===== src/rtl/instr_fetch_unit.sv =====
// Instruction fetch unit: sequential address generation, credit-limited
// requests to instruction memory, prefetch FIFO and redirect flushing.
module instr_fetch_unit #(
    parameter int unsigned        ADDR_W   = 19,
    parameter int unsigned        DATA_W   = 19,
    parameter int unsigned        DEPTH    = 4,
    parameter logic [ADDR_W-1:0]  RESET_PC = '0
) (
    input  logic              clk,
    input  logic              rst_n,
    input  logic              fetch_en,
    output logic              imem_req,
    output logic [ADDR_W-1:0] imem_addr,
    input  logic              imem_gnt,
    input  logic              imem_rvalid,
    input  logic [DATA_W-1:0] imem_rdata,
    output logic              instr_valid,
    input  logic              instr_ready,
    output logic [DATA_W-1:0] instruction,
    output logic [ADDR_W-1:0] instr_pc,
    input  logic              redirect_valid,
    input  logic [ADDR_W-1:0] redirect_pc,
    output logic              busy
);

    localparam int unsigned CNT_W = $clog2(DEPTH + 1);
    localparam int unsigned SUM_W = CNT_W + 1;
    localparam int unsigned IDX_W = $clog2(DEPTH);

    typedef enum logic {
        ST_RUN   = 1'b0,
        ST_FLUSH = 1'b1
    } state_t;

    typedef struct packed {
        logic [ADDR_W-1:0] pc;
        logic [DATA_W-1:0] data;
    } entry_t;

    state_t            state_q, state_d;
    logic [ADDR_W-1:0] fetch_pc_q;
    logic [ADDR_W-1:0] resp_pc_q;
    logic [CNT_W-1:0]  outstanding_q, outstanding_d;
    logic [CNT_W-1:0]  discard_q, discard_d;
    logic [CNT_W-1:0]  fifo_count_q, fifo_count_d;
    logic              valid_q;
    entry_t            entries_q [DEPTH];
    entry_t            entries_d [DEPTH];

    logic              accept_rsp_c;
    logic              gnt_c;
    logic              push_c;
    logic              pop_c;
    logic              credit_ok_c;
    logic [CNT_W-1:0]  wr_idx_c;

    // Handshake qualifiers; responses are only meaningful while something is outstanding
    always_comb begin
        accept_rsp_c = imem_rvalid && (outstanding_q != '0);
        gnt_c        = imem_req && imem_gnt;
        push_c       = (state_q == ST_RUN) && !redirect_valid && accept_rsp_c;
        pop_c        = valid_q && instr_ready && !redirect_valid;
        credit_ok_c  = (SUM_W'(fifo_count_q) + SUM_W'(outstanding_q)) < SUM_W'(DEPTH);
        wr_idx_c     = fifo_count_q - CNT_W'(pop_c);
    end

    // Outstanding and discard bookkeeping
    always_comb begin
        outstanding_d = outstanding_q + CNT_W'(gnt_c) - CNT_W'(accept_rsp_c);
        discard_d     = '0;
        if (state_q == ST_FLUSH) begin
            discard_d = discard_q - CNT_W'(accept_rsp_c);
        end else if (redirect_valid) begin
            discard_d = outstanding_q - CNT_W'(accept_rsp_c);
        end
    end

    // State register
    always_ff @(posedge clk or negedge rst_n) begin
        if (!rst_n) begin
            state_q <= ST_RUN;
        end else begin
            state_q <= state_d;
        end
    end

    // Next state: flush until every stale response has been dropped
    always_comb begin
        state_d = state_q;
        case (state_q)
            ST_RUN: begin
                if (redirect_valid && (discard_d != '0)) begin
                    state_d = ST_FLUSH;
                end
            end
            ST_FLUSH: begin
                if (discard_d == '0) begin
                    state_d = ST_RUN;
                end
            end
            default: state_d = ST_RUN;
        endcase
    end

    // Request issue: credit-limited so the FIFO can absorb every response
    always_comb begin
        imem_req = 1'b0;
        if (rst_n && fetch_en && (state_q == ST_RUN) && credit_ok_c && !redirect_valid) begin
            imem_req = 1'b1;
        end
    end

    // Shift-register FIFO next value: head always sits in entry 0
    always_comb begin
        fifo_count_d = fifo_count_q + CNT_W'(push_c) - CNT_W'(pop_c);
        if (redirect_valid) begin
            fifo_count_d = '0;
        end
        for (int unsigned i = 0; i < DEPTH; i++) begin
            entries_d[i] = entries_q[i];
        end
        if (pop_c) begin
            for (int unsigned i = 0; i + 1 < DEPTH; i++) begin
                entries_d[i] = entries_q[IDX_W'(i + 1)];
            end
        end
        if (push_c) begin
            for (int unsigned i = 0; i < DEPTH; i++) begin
                if (CNT_W'(i) == wr_idx_c) begin
                    entries_d[i] = '{pc: resp_pc_q, data: imem_rdata};
                end
            end
        end
    end

    // Datapath registers
    always_ff @(posedge clk or negedge rst_n) begin
        if (!rst_n) begin
            fetch_pc_q    <= RESET_PC;
            resp_pc_q     <= RESET_PC;
            outstanding_q <= '0;
            discard_q     <= '0;
            fifo_count_q  <= '0;
            valid_q       <= 1'b0;
            for (int unsigned i = 0; i < DEPTH; i++) begin
                entries_q[i] <= '0;
            end
        end else begin
            outstanding_q <= outstanding_d;
            discard_q     <= discard_d;
            fifo_count_q  <= fifo_count_d;
            valid_q       <= (fifo_count_d != '0);
            for (int unsigned i = 0; i < DEPTH; i++) begin
                entries_q[i] <= entries_d[i];
            end
            if (redirect_valid) begin
                fetch_pc_q <= redirect_pc;
                resp_pc_q  <= redirect_pc;
            end else begin
                if (gnt_c) begin
                    fetch_pc_q <= fetch_pc_q + ADDR_W'(1);
                end
                if (push_c) begin
                    resp_pc_q <= resp_pc_q + ADDR_W'(1);
                end
            end
        end
    end

    assign imem_addr   = fetch_pc_q;
    assign instr_valid = valid_q;
    assign instruction = entries_q[0].data;
    assign instr_pc    = entries_q[0].pc;
    assign busy        = (outstanding_q != '0) || (fifo_count_q != '0);

    // The credit rule must make a push into a full FIFO impossible
    a_no_overflow: assert property (@(posedge clk) disable iff (!rst_n)
        !(push_c && !pop_c && (fifo_count_q == CNT_W'(DEPTH))));

endmodule


===== config.mk =====
export PLATFORM = sky130hd
export DESIGN_NAME = instr_fetch_unit
export DESIGN_NICKNAME = d
export VERILOG_FILES = /design/src/rtl/instr_fetch_unit.sv
export SDC_FILE = /design/constraint.sdc
export NUM_CORES = 1
export LEC_CHECK = 0
export CAP_MARGIN = 30
export CORE_UTILIZATION = 30
export DETAILED_ROUTE_END_ITERATION = 10
export PLACE_DENSITY = 0.44
export SLEW_MARGIN = 20
export SYNTH_ARGS = -nofsm -noshare
export SYNTH_HDL_FRONTEND = slang
export SYNTH_SLANG_ARGS = --single-unit

===== constraint.sdc =====
create_clock -name clk -period 3.35 [get_ports clk]
set_input_delay 0.67 -clock clk [delete_from_list [all_inputs] [get_ports clk]]
set_output_delay 0.67 -clock clk [all_outputs]
set_load 0.01 [all_outputs]

# Word-level counts from Yosys, hierarchy flattened
# Cells that the tools add are included.
# W data, S select, Z words.
dict set report word_totals {
  inputBits 45
  out_inout_bits 60
  ff_bits 201
}
dict set report op_classes {
  magnitude_cmp 1
  mux 17
  n_reduce_logical 22
  bitwise 1
  n_eq_ne 3
  add_sub_neg 10
}
# op n
set ops {}
lappend ops {{$mux W152} 1}
lappend ops {{$mux W38} 4}
lappend ops {{$mux W114} 1}
lappend ops {{$mux W19} 4}
lappend ops {{$add A19 B1 Y19 const B} 2}
lappend ops {{$sub A3 B1 Y3} 5}
lappend ops {{$reduce_bool A3 Y1} 4}
lappend ops {{$logic_and A1 B1 Y1} 11}
lappend ops {{$mux W3} 3}
lappend ops {{$add A3 B1 Y3} 2}
lappend ops {{$eq A2 B3 Y1 const A} 2}
lappend ops {{$logic_not A3 Y1} 2}
lappend ops {{$add A3 B3 Y4} 1}
lappend ops {{$lt A4 B3 Y1 const B} 1}
lappend ops {{$reduce_bool A2 Y1} 2}
lappend ops {{$eq A1 B3 Y1 const A} 1}
lappend ops {{$mux W1} 3}
lappend ops {{$pmux W1 S2} 1}
lappend ops {{$reduce_and A2 Y1} 1}
lappend ops {{$logic_not A1 Y1} 1}
lappend ops {{$logic_or A1 B1 Y1} 1}
lappend ops {{$not A1 Y1} 1}

# Depth between registers and ports, before layout
# Gate-level depths: netlist of run 1.
dict set report depth {
  ltp_word 9
  mapped_depth 14
  depth_no_buf 11
}

# Least setup slack after synthesis of run 1
# No wires, ideal clock.
dict set report synth_path {
  kind {in2reg}
  from {input redirect_valid}
  to {register entries_q[16] (netlist name)}
  setup_time_ps 125
  arrival_ps 3019
  n_path_buf 4
  stages 13
  setup_slack_ps 206
  cell_sequence {inv_1 nand3_1 inv_2 buf_2 clkbuf_1 ha_1 ha_1 xor2_1 nor4_2 and2b_1 buf_4 buf_4 mux2_2}
}
dict set report synth_between {
  elab_chain_len 5
  elab_cells_between_ends 7
}
# item line
set synth_lines {}
lappend synth_lines {{start, declared} 21} ;# input logic redirect_valid,
lappend synth_lines {{$logic_not A1 Y1 (*)} {61, 62}}
lappend synth_lines {{$logic_and A1 B1 Y1} 62} ;# pop_c = valid_q && instr_ready && !redirect_valid;
lappend synth_lines {{$sub A3 B1 Y3} 64} ;# wr_idx_c = fifo_count_q - CNT_W'(pop_c);
lappend synth_lines {{$eq A2 B3 Y1} 129} ;# if (CNT_W'(i) == wr_idx_c) begin
lappend synth_lines {{$reduce_and A2 Y1 (no line) (*)} -}
lappend synth_lines {{end signal, assigned by index} 154} ;# entries_q[i] <= entries_d[i];
lappend synth_lines {{end, declared} 47} ;# entry_t entries_q [DEPTH];
# Mark *: on every way between the ends. The rest lies on a longest branch, timed or not.
# A chain may end at the register's enable or synchronous reset.

# Final worst setup path of run 1
dict set report layout_path {
  from {register outstanding_q[2]}
  to {output imem_req}
}
dict set report layout_between {
  elab_chain_len 5
}
# item line
set layout_lines {}
lappend layout_lines {{start, declared} 43} ;# logic [CNT_W-1:0] outstanding_q, outstanding_d;
lappend layout_lines {{start signal, assigned} 149} ;# outstanding_q <= outstanding_d;
lappend layout_lines {{$add A3 B3 Y4} 63} ;# credit_ok_c = (SUM_W'(fifo_count_q) + SUM_W'(outstanding_q)) < SUM_W'(DEPTH);
lappend layout_lines {{$lt A4 B3 Y1} 63}
lappend layout_lines {{$logic_and A1 B1 Y1 (2 in series)} 108} ;# if (rst_n && fetch_en && (state_q == ST_RUN) && credit_ok_c && !redirect_valid) begin
lappend layout_lines {{$mux W1} 108}
lappend layout_lines {{end, declared} 12} ;# output logic imem_req,
# Every way passes these cells.

==> results of run 1 <==
[through the flow]
step                      cell area, µm²  worst slack, ns  hold WS [ns]   util
after floorplan                     9720            0.206         0.374      -
after global placement             11000            0.118         0.491  0.345
after detailed placement           11000            0.101         0.498  0.345
after CTS                          11700           0.0419         0.509  0.370
after global routing               11800           0.0416         0.521  0.371
final                              11800            0.162         0.503  0.371
[where the power goes]
| part | switching, mW | internal [mW] |
|---|---|---|
| logic | 0.957 | 1.09 |
| registers | 0.486 | 3.12 |
| clock network | 1.02 | 1.54 |
| total | 2.47 | 5.75 |
[cell families after synthesis]
logic type      Yosys count  synth area share
mux                     122             0.131
flops                   201             0.517
simple gates            306             0.144
compound gates          165             0.100
fa+ha+maj                16            0.0221
xor+xnor                 23            0.0207
buf+inv                 118            0.0648
[layout make-up]
type                            count  area share
Clock inverter                      4     0.00202
Clock buffer                       39      0.0644
Inverter                           18     0.00616
Sequential cell                   201       0.427
Multi-Input combinational cell    632       0.346
Timing Repair Buffer              128       0.111
Tap cell                          402      0.0427
[layout by cell type, fill, tap and decap left out, drive strengths merged, types with 13 or more instances in the layout]
cell and count:
dfrtp 201, nand2 180, clkdlybuf4s50 103, o21ai 91, mux2i 78, nor2 50
mux2 44, a31oi 41, clkbuf 40, buf 23, nand3 22, inv 19
xnor2 16, ha 14, nand4 13
[synth_stat cells, types with 3 or more instances]
cell type,instances
o311ai_0,7
a211o_1,3
a31oi_1,41
dfrtp_1,201
and2_1,3
nor2_1,49
inv_1,16
mux2i_1,78
o22ai_1,3
o211ai_1,7
buf_4,46
nand2b_1,4
nand4_1,13
nor3_1,7
buf_2,12
buf_1,4
xor2_1,7
xnor2_1,16
mux2_2,44
o21ai_0,78
nand2_1,180
o21ai_1,13
and3_1,5
clkbuf_1,38
and4_1,5
nand3_1,22
ha_1,14
a21boi_0,4
[state kept, by name, summed over array words and instances, names as in the netlist]
name and flops:
discard_q 3, entries_q 114, fifo_count_q 3, imem_addr 19
instr_pc 19, instr_valid 1, instruction 19, outstanding_q 3
resp_pc_q 19, state_q 1
[per-layer routing]
layer	routed length, µm	track usage
met5	0	0
met4	395	0.0329
met3	1030	0.0259
met2	10200	0.225
met1	11800	0.208
[final timing paths]
kind                                             from                    endpoint  slack (ns)  depth (start not counted)
max reg2reg                outstanding_q[2]$_DFF_PN0_  outstanding_q[2]$_DFF_PN0_        0.54                         10
min reg2reg                 entries_q[27]$_DFFE_PN0P_   entries_q[27]$_DFFE_PN0P_        0.50                          1
max                        outstanding_q[2]$_DFF_PN0_                    imem_req        0.16                          4
max in group asynchronous                       rst_n   entries_q[29]$_DFFE_PN0P_        1.32                          4
min                         entries_q[27]$_DFFE_PN0P_   entries_q[27]$_DFFE_PN0P_        0.50                          1
min in group asynchronous                       rst_n    imem_addr[1]$_DFFE_PN0P_        0.56                          2
[timing repair]
item                                   in CTS  in global routing
endpoints found under the hold margin       3                  0
setup endpoints to repair                   0                  1
hold buffers                                1                  0
gates resized for setup                     0                  1
==> impl_metrics.toml, run 1 <==
[setup_path]
critPathRequiredTime_ns = 2.68
slowest_stage = "clkdlybuf4s50_1"
worstPathCellList = "ha_1 -> a311o_1 -> nor4b_2 -> clkdlybuf4s50_1"
cp-end-kind = "primary output"
critPathKind = "reg -> out"
crit_arrival_ns = 2.52
crit_path_max_incr_delay_ns = 0.57
critPathLaunchType = "flip-flop"
cpLargestDelayFamily = "buffers and inverters"
cp_max_fo = 4
path_buf_inv = 1

[floorplan]
die_x_um = 182
initial_utilization = 0.307
io_pins = 105
core_mm2 = 0.0317
rows = 65
dieArea_mm2 = 0.0331
die_h_um = 182

[yosys]
synth_top_area_share = 0.517
yosys_register_bits = 201
syn-cell-area_mm2 = 0.00972
synth-edff-count = 0
yosysTopAreaCell = "dfrtp_1"
netlist_instances = 951
ys.flop_type = "dfrtp_1"
syn_area_per_cell_um2 = 10.2
synthArstFlopShare = 1.00
ys_types = 52
yosys_warnings = 0
yosysSeqAreaShare = 0.517
synth_nets = 1012
synth_area_leaders = "dfrtp_1, mux2i_1, nand2_1, mux2_2, o21ai_0"

[final_layout]
nNetsFinal = 1067
fillers = 3193
ff_latch_area_mm2 = 0.00503
diodes = 0
final_cells = 1424
multi_input_area_mm2 = 0.00408
drive_above_1_share = 0.117
area.growth.synth_to_final_pct = 21.1

[clocking]
clkLatencyLatePin_ns = 0.52
cts_max_level = 1
cts_tree = "done"
post_cts_buffers = 0
cts_root_buf = "clkbuf_16"
clkTransAtPathRegs_ns = 0.06
clockBufferDepth = 3
cts_buffers = 25
cts.sinks = 201

[timing]
post-route-min-period_ns = 3.19
tightestPinTransition_ns = 0.777
setup_viol = 0
skew_ns = 0.0138
hold_viol_final = 0
fmax_mhz = 314
grt_setup_unrepaired = "no"
final.setup.tns_ns = 0
period_share = 0.952
drv_slew = 0
relSlewSlack = 0.477

[job]
maxCapViolCount = 0

[route]
wl_per_cell_um = 16.4
remaining_drc_errors = 0
viasPerCell = 4.83
firstDrtPassIters = 5
ant_nets = 0
drtIter0Drc = 335
num_vias = 6880
wirelength_mm = 23.4

[place]
dp_hpwl_mm = 14.8
io_buffers = 104
routabilityCongestion = 0.760
place_inst = 1379

[worst_hold_path]
hold_class = "reg -> reg"

[grt]
grtUsageTotal = 0.145
grt_pass1_vias = 6928
overflow = 0
grt_pass1_wl_mm = 38.6
grt_max_degree = 114
antenna_found_initial = 0

[power]
ir_worst_vdd_mv = 0.545
cellPowerDensity_mw_per_mm2 = 698
design_power_total_mw = 8.22
p_leak_nw = 4.88

[run_status]
run_status = "completed"
Note: power is estimated with default switching activity, not from simulation.
==> run 2: changes to the inputs <==
Settings changed: SLEW_MARGIN 20 to 0.
==> impl_metrics.toml, run 2 (synthesized netlist as in run 1, its figures left out) <==
[run_status]
run_status = "completed"

[grt]
grt_pass1_wl_mm = 38.6
grt_pass1_vias = 6928
grt_max_degree = 114
overflow = 0
antenna_found_initial = 0
grtUsageTotal = 0.145

[clocking]
clkLatencyLatePin_ns = 0.52
cts_max_level = 1
cts.sinks = 201
cts_root_buf = "clkbuf_16"
cts_buffers = 25
cts_tree = "done"
clockBufferDepth = 3
post_cts_buffers = 0
clkTransAtPathRegs_ns = 0.05

[route]
remaining_drc_errors = 0
drtIter0Drc = 319
wl_per_cell_um = 16.4
ant_nets = 0
viasPerCell = 4.79
wirelength_mm = 23.4
firstDrtPassIters = 4
num_vias = 6813

[power]
power.share.sequential = 0.440
cellPowerDensity_mw_per_mm2 = 699
combPwrFrac = 0.249
design_power_total_mw = 8.21
p_int_mw = 5.75
pwr-share-clk = 0.312
switching_share = 0.300
power.switching_mw = 2.46
ir_worst_vdd_mv = 0.546
p_leak_nw = 4.87

[setup_path]
critPathRequiredTime_ns = 2.68
worstPathCellList = "ha_1 -> a311o_1 -> nor4b_2 -> clkdlybuf4s50_1"
cp_max_fo = 4
critPathKind = "reg -> out"
crit_path_max_incr_delay_ns = 0.57
cp-end-kind = "primary output"
slowest_stage = "clkdlybuf4s50_1"
ff2ff_setup_slack_ns = 0.54
crit_arrival_ns = 2.52
critPathLaunchType = "flip-flop"

[final_layout]
fin_area_mm2 = 0.0118
drive_above_1_share = 0.117
final_util = 0.370
diodes = 0
top_register = "entries_q"
area.growth.synth_to_final_pct = 20.8
final_common_cell = "dfrtp_1"
largest_reg_flops = 114
mostFrequentLayoutCells = "dfrtp_1, nand2_1, clkdlybuf4s50_1"
nNetsFinal = 1066
fillers = 3197

[floorplan]
initial_utilization = 0.307
die_x_um = 182
rows = 65
io_pins = 105
dieArea_mm2 = 0.0331
die_h_um = 182
core_mm2 = 0.0317

[place]
routabilityCongestion = 0.760
place_area_mm2 = 0.0110
io_buffers = 104
dp_hpwl_mm = 14.8

[timing]
grt_setup_unrepaired = "no"
period_share = 0.953
post-route-min-period_ns = 3.19
final.setup.tns_ns = 0
fmax_mhz = 313
relSlewSlack = 0.424
skew_ns = 0.0128
drv_slew = 0
tightestPinTransition_ns = 0.865
hold_viol_final = 0
worst_hold_slack_ns = 0.503
setup_viol = 0

[worst_hold_path]
hold_class = "reg -> reg"

[job]
maxCapViolCount = 0
[run 2: cell types whose count changed in the layout (fill, tap and decap cells not counted)]
| cell | change |
|---|---|
| buf_16 | -1 |
[run 2: routing by layer]
metal / GRT usage / wire, µm
met5: 0 / 0
met4: 0.0329 / 395
met3: 0.0259 / 1020
met2: 0.225 / 10100
met1: 0.208 / 11800
[run 2: path summary, 6_finish.rpt]
kind / start / endpoint / cells after the start
max: outstanding_q[2]$_DFF_PN0_ / imem_req / 4
min in group asynchronous: rst_n / imem_addr[1]$_DFFE_PN0P_ / 2
max in group asynchronous: rst_n / discard_q[1]$_DFF_PN0_ / 4
min reg2reg: entries_q[27]$_DFFE_PN0P_ / entries_q[27]$_DFFE_PN0P_ / 1
min: entries_q[27]$_DFFE_PN0P_ / entries_q[27]$_DFFE_PN0P_ / 1
max reg2reg: outstanding_q[2]$_DFF_PN0_ / outstanding_q[2]$_DFF_PN0_ / 10
[run 2: power groups by stage]
stage / Clock, mW / Sequential [mW] / Combinational, mW
after floorplan: 0 / 3.48 / 1.54
after global placement: 0 / 3.66 / 2.04
after detailed placement: 0 / 3.66 / 2.07
after CTS: 2.65 / 3.63 / 2.08
after global routing: 2.75 / 3.71 / 2.30
final: 2.56 / 3.61 / 2.04
[run 2: critical path, delay by kind of cell (launching register included)]
family,cells,cell delay [ns]
AND/OR/NAND/NOR,1,0.27
AO/OA/AOI/OAI,1,0.40
buffers and inverters,1,0.57
adder cells (fa/ha/maj),1,0.32
flip-flops,1,0.46
[run 2: area by class of cell]
cell class,count,area (µm²),area share
flip-flops and latches,201,5030,0.428
inverters,18,72.6,0.00618
repair buffers,127,1280,0.109
multi-input cells,632,4080,0.347
well taps,402,503,0.0428
clock buffers,39,758,0.0645
clock inverters,4,23.8,0.00202
[run 2: timing repair]
action	in CTS	in global routing
endpoints found under the setup margin	0	1
resized for setup	0	1
hold buffers	1	0
endpoints found under the hold margin	3	0
[run 2: metrics by stage]
stage          setup WS, ns  instances
5_1_grt              0.0416       1423
3_5_place_dp          0.101       1379
6_report              0.158       1423
3_3_place_gp          0.118       1379
4_1_cts              0.0419       1423
2_1_floorplan         0.206        951
==> run 3: changes to the inputs <==
Settings changed: PLACE_DENSITY 0.44 to not set, SETUP_SLACK_MARGIN set to 0.05.
==> impl_metrics.toml, run 3 (synthesized netlist as in run 1, its figures left out) <==
[setup_path]
path_buf_inv = 1
slowest_stage = "dfrtp_1"
ff2ff_setup_slack_ns = 0.53
crit_arrival_ns = 2.29
critPathRequiredTime_ns = 2.68
cpLargestDelayFamily = "flip-flops"
critPathLaunchType = "flip-flop"
crit_path_max_incr_delay_ns = 0.46
worstPathCellList = "ha_1 -> a311o_1 -> nor4b_1 -> dlygate4sd2_1"
cp-end-kind = "primary output"
rr_startpoint = "outstanding_q[2]$_DFF_PN0_"
critical_path.startpoint = "outstanding_q[2]$_DFF_PN0_"
critPathKind = "reg -> out"
cp_max_fo = 4

[worst_hold_path]
hold_class = "in -> async"

[power]
p_leak_nw = 4.88
ir_worst_vdd_mv = 0.317
p_int_mw = 5.84
cellPowerDensity_mw_per_mm2 = 704
combPwrFrac = 0.246
design_power_total_mw = 8.28
power.switching_mw = 2.43
switching_share = 0.294
pwr-share-clk = 0.319
power.share.sequential = 0.436

[place]
dp_hpwl_mm = 14.1
routabilityCongestion = 0.808
place_inst = 1376
io_buffers = 104

[final_layout]
mostFrequentLayoutCells = "dfrtp_1, nand2_1, clkdlybuf4s50_1"
nNetsFinal = 1061
diodes = 0
final_util = 0.371
fillers = 3130
final_cells = 1418
top_register = "entries_q"
final_common_cell = "dfrtp_1"
largest_reg_flops = 114
area.growth.synth_to_final_pct = 20.9
drive_above_1_share = 0.114

[timing]
relSlewSlack = 0.400
grt_setup_unrepaired = "no"
skew_ns = 0.0147
fmax_mhz = 338
post-route-min-period_ns = 2.96
final.setup.tns_ns = 0
setup_viol = 0
hold_viol_final = 0
period_share = 0.882
drv_slew = 0
tightestPinTransition_ns = 0.899

[route]
firstDrtPassIters = 5
ant_nets = 0
drtIter0Drc = 464
wirelength_mm = 22.2
num_vias = 6950
remaining_drc_errors = 0
viasPerCell = 4.90
wl_per_cell_um = 15.6

[floorplan]
io_pins = 105
core_mm2 = 0.0317
rows = 65
die_x_um = 182
die_h_um = 182
initial_utilization = 0.307
dieArea_mm2 = 0.0331

[grt]
grt_max_degree = 146
grtUsageTotal = 0.138
grt_pass1_wl_mm = 37.2
grt_pass1_vias = 6834
antenna_found_initial = 0
overflow = 0

[clocking]
cts_tree = "done"
cts_buffers = 24
cts_root_buf = "clkbuf_16"
post_cts_buffers = 0
clkTransAtPathRegs_ns = 0.06
cts.sinks = 201
cts_max_level = 1
clkLatencyLatePin_ns = 0.51
clockBufferDepth = 3

[run_status]
run_status = "completed"

[job]
maxCapViolCount = 0
run 3: per-layer routing:
| layer | part of all wire | global-route usage | up-vias |
|---|---|---|---|
| met5 | 0 | 0 | - |
| met2 | 0.44 | 0.212 | 188 |
| met3 | 0.051 | 0.0231 | 33 |
| li1 | - | - | 3368 |
| met4 | 0.018 | 0.0329 | 0 |
| met1 | 0.49 | 0.200 | 3361 |
run 3: area by class of cell:
type	count	area, µm²	share of cell area
clock buffers	35	723	0.0615
clock inverters	7	87.6	0.00745
inverters	18	70.1	0.00596
multi-input cells	632	4070	0.346
flip-flops and latches	201	5030	0.428
well taps	402	503	0.0428
repair buffers	123	1270	0.108
run 3: timing repair:
| action | 4_1_cts | 5_1_grt |
|---|---|---|
| setup endpoints to repair | 1 | 0 |
| hold buffers | 0 | 0 |
| gates resized for setup | 1 | 0 |
run 3: final timing paths:
check                                              to  cells past startpoint
setup / recovery                             imem_req                      4
hold / removal                entries_q[55]$_DFF_PN0_                      2
setup reg to reg           outstanding_q[2]$_DFF_PN0_                     10
hold reg to reg              entries_q[1]$_DFFE_PN0P_                      1
max in group asynchronous   entries_q[26]$_DFFE_PN0P_                      2
min in group clk             entries_q[1]$_DFFE_PN0P_                      1
run 3: through the flow:
| step | area, µm² | worst slack, ns | hold slack (ns) |
|---|---|---|---|
| after floorplan | 9720 | 0.206 | 0.374 |
| after global placement | 11000 | 0.101 | 0.490 |
| after CTS | 11800 | 0.343 | 0.409 |
| after global routing | 11800 | 0.262 | 0.360 |
| after detailed placement | 11000 | 0.0533 | 0.496 |
| final | 11800 | 0.395 | 0.289 |
run 3: worst register-to-register path, cell delays in order, from the launching register on:
cell and delay [ns]:
dfrtp_1 0.46, ha_1 0.32, a311o_1 0.39, nor3_1 0.27
inv_1 0.09, ha_1 0.28, inv_1 0.04, ha_1 0.18
fa_1 0.38, xnor2_1 0.21, xnor2_1 0.13
run 3: power by group through the flow:
| stage | Sequential, mW | Clock (mW) | Combinational (mW) |
|---|---|---|---|
| 6_report | 3.61 | 2.64 | 2.03 |
| 5_1_grt | 3.71 | 2.82 | 2.29 |
| 4_1_cts | 3.62 | 2.73 | 2.07 |
| 3_5_place_dp | 3.65 | 0 | 2.07 |
| 3_3_place_gp | 3.64 | 0 | 2.01 |
| 2_1_floorplan | 3.48 | 0 | 1.54 |
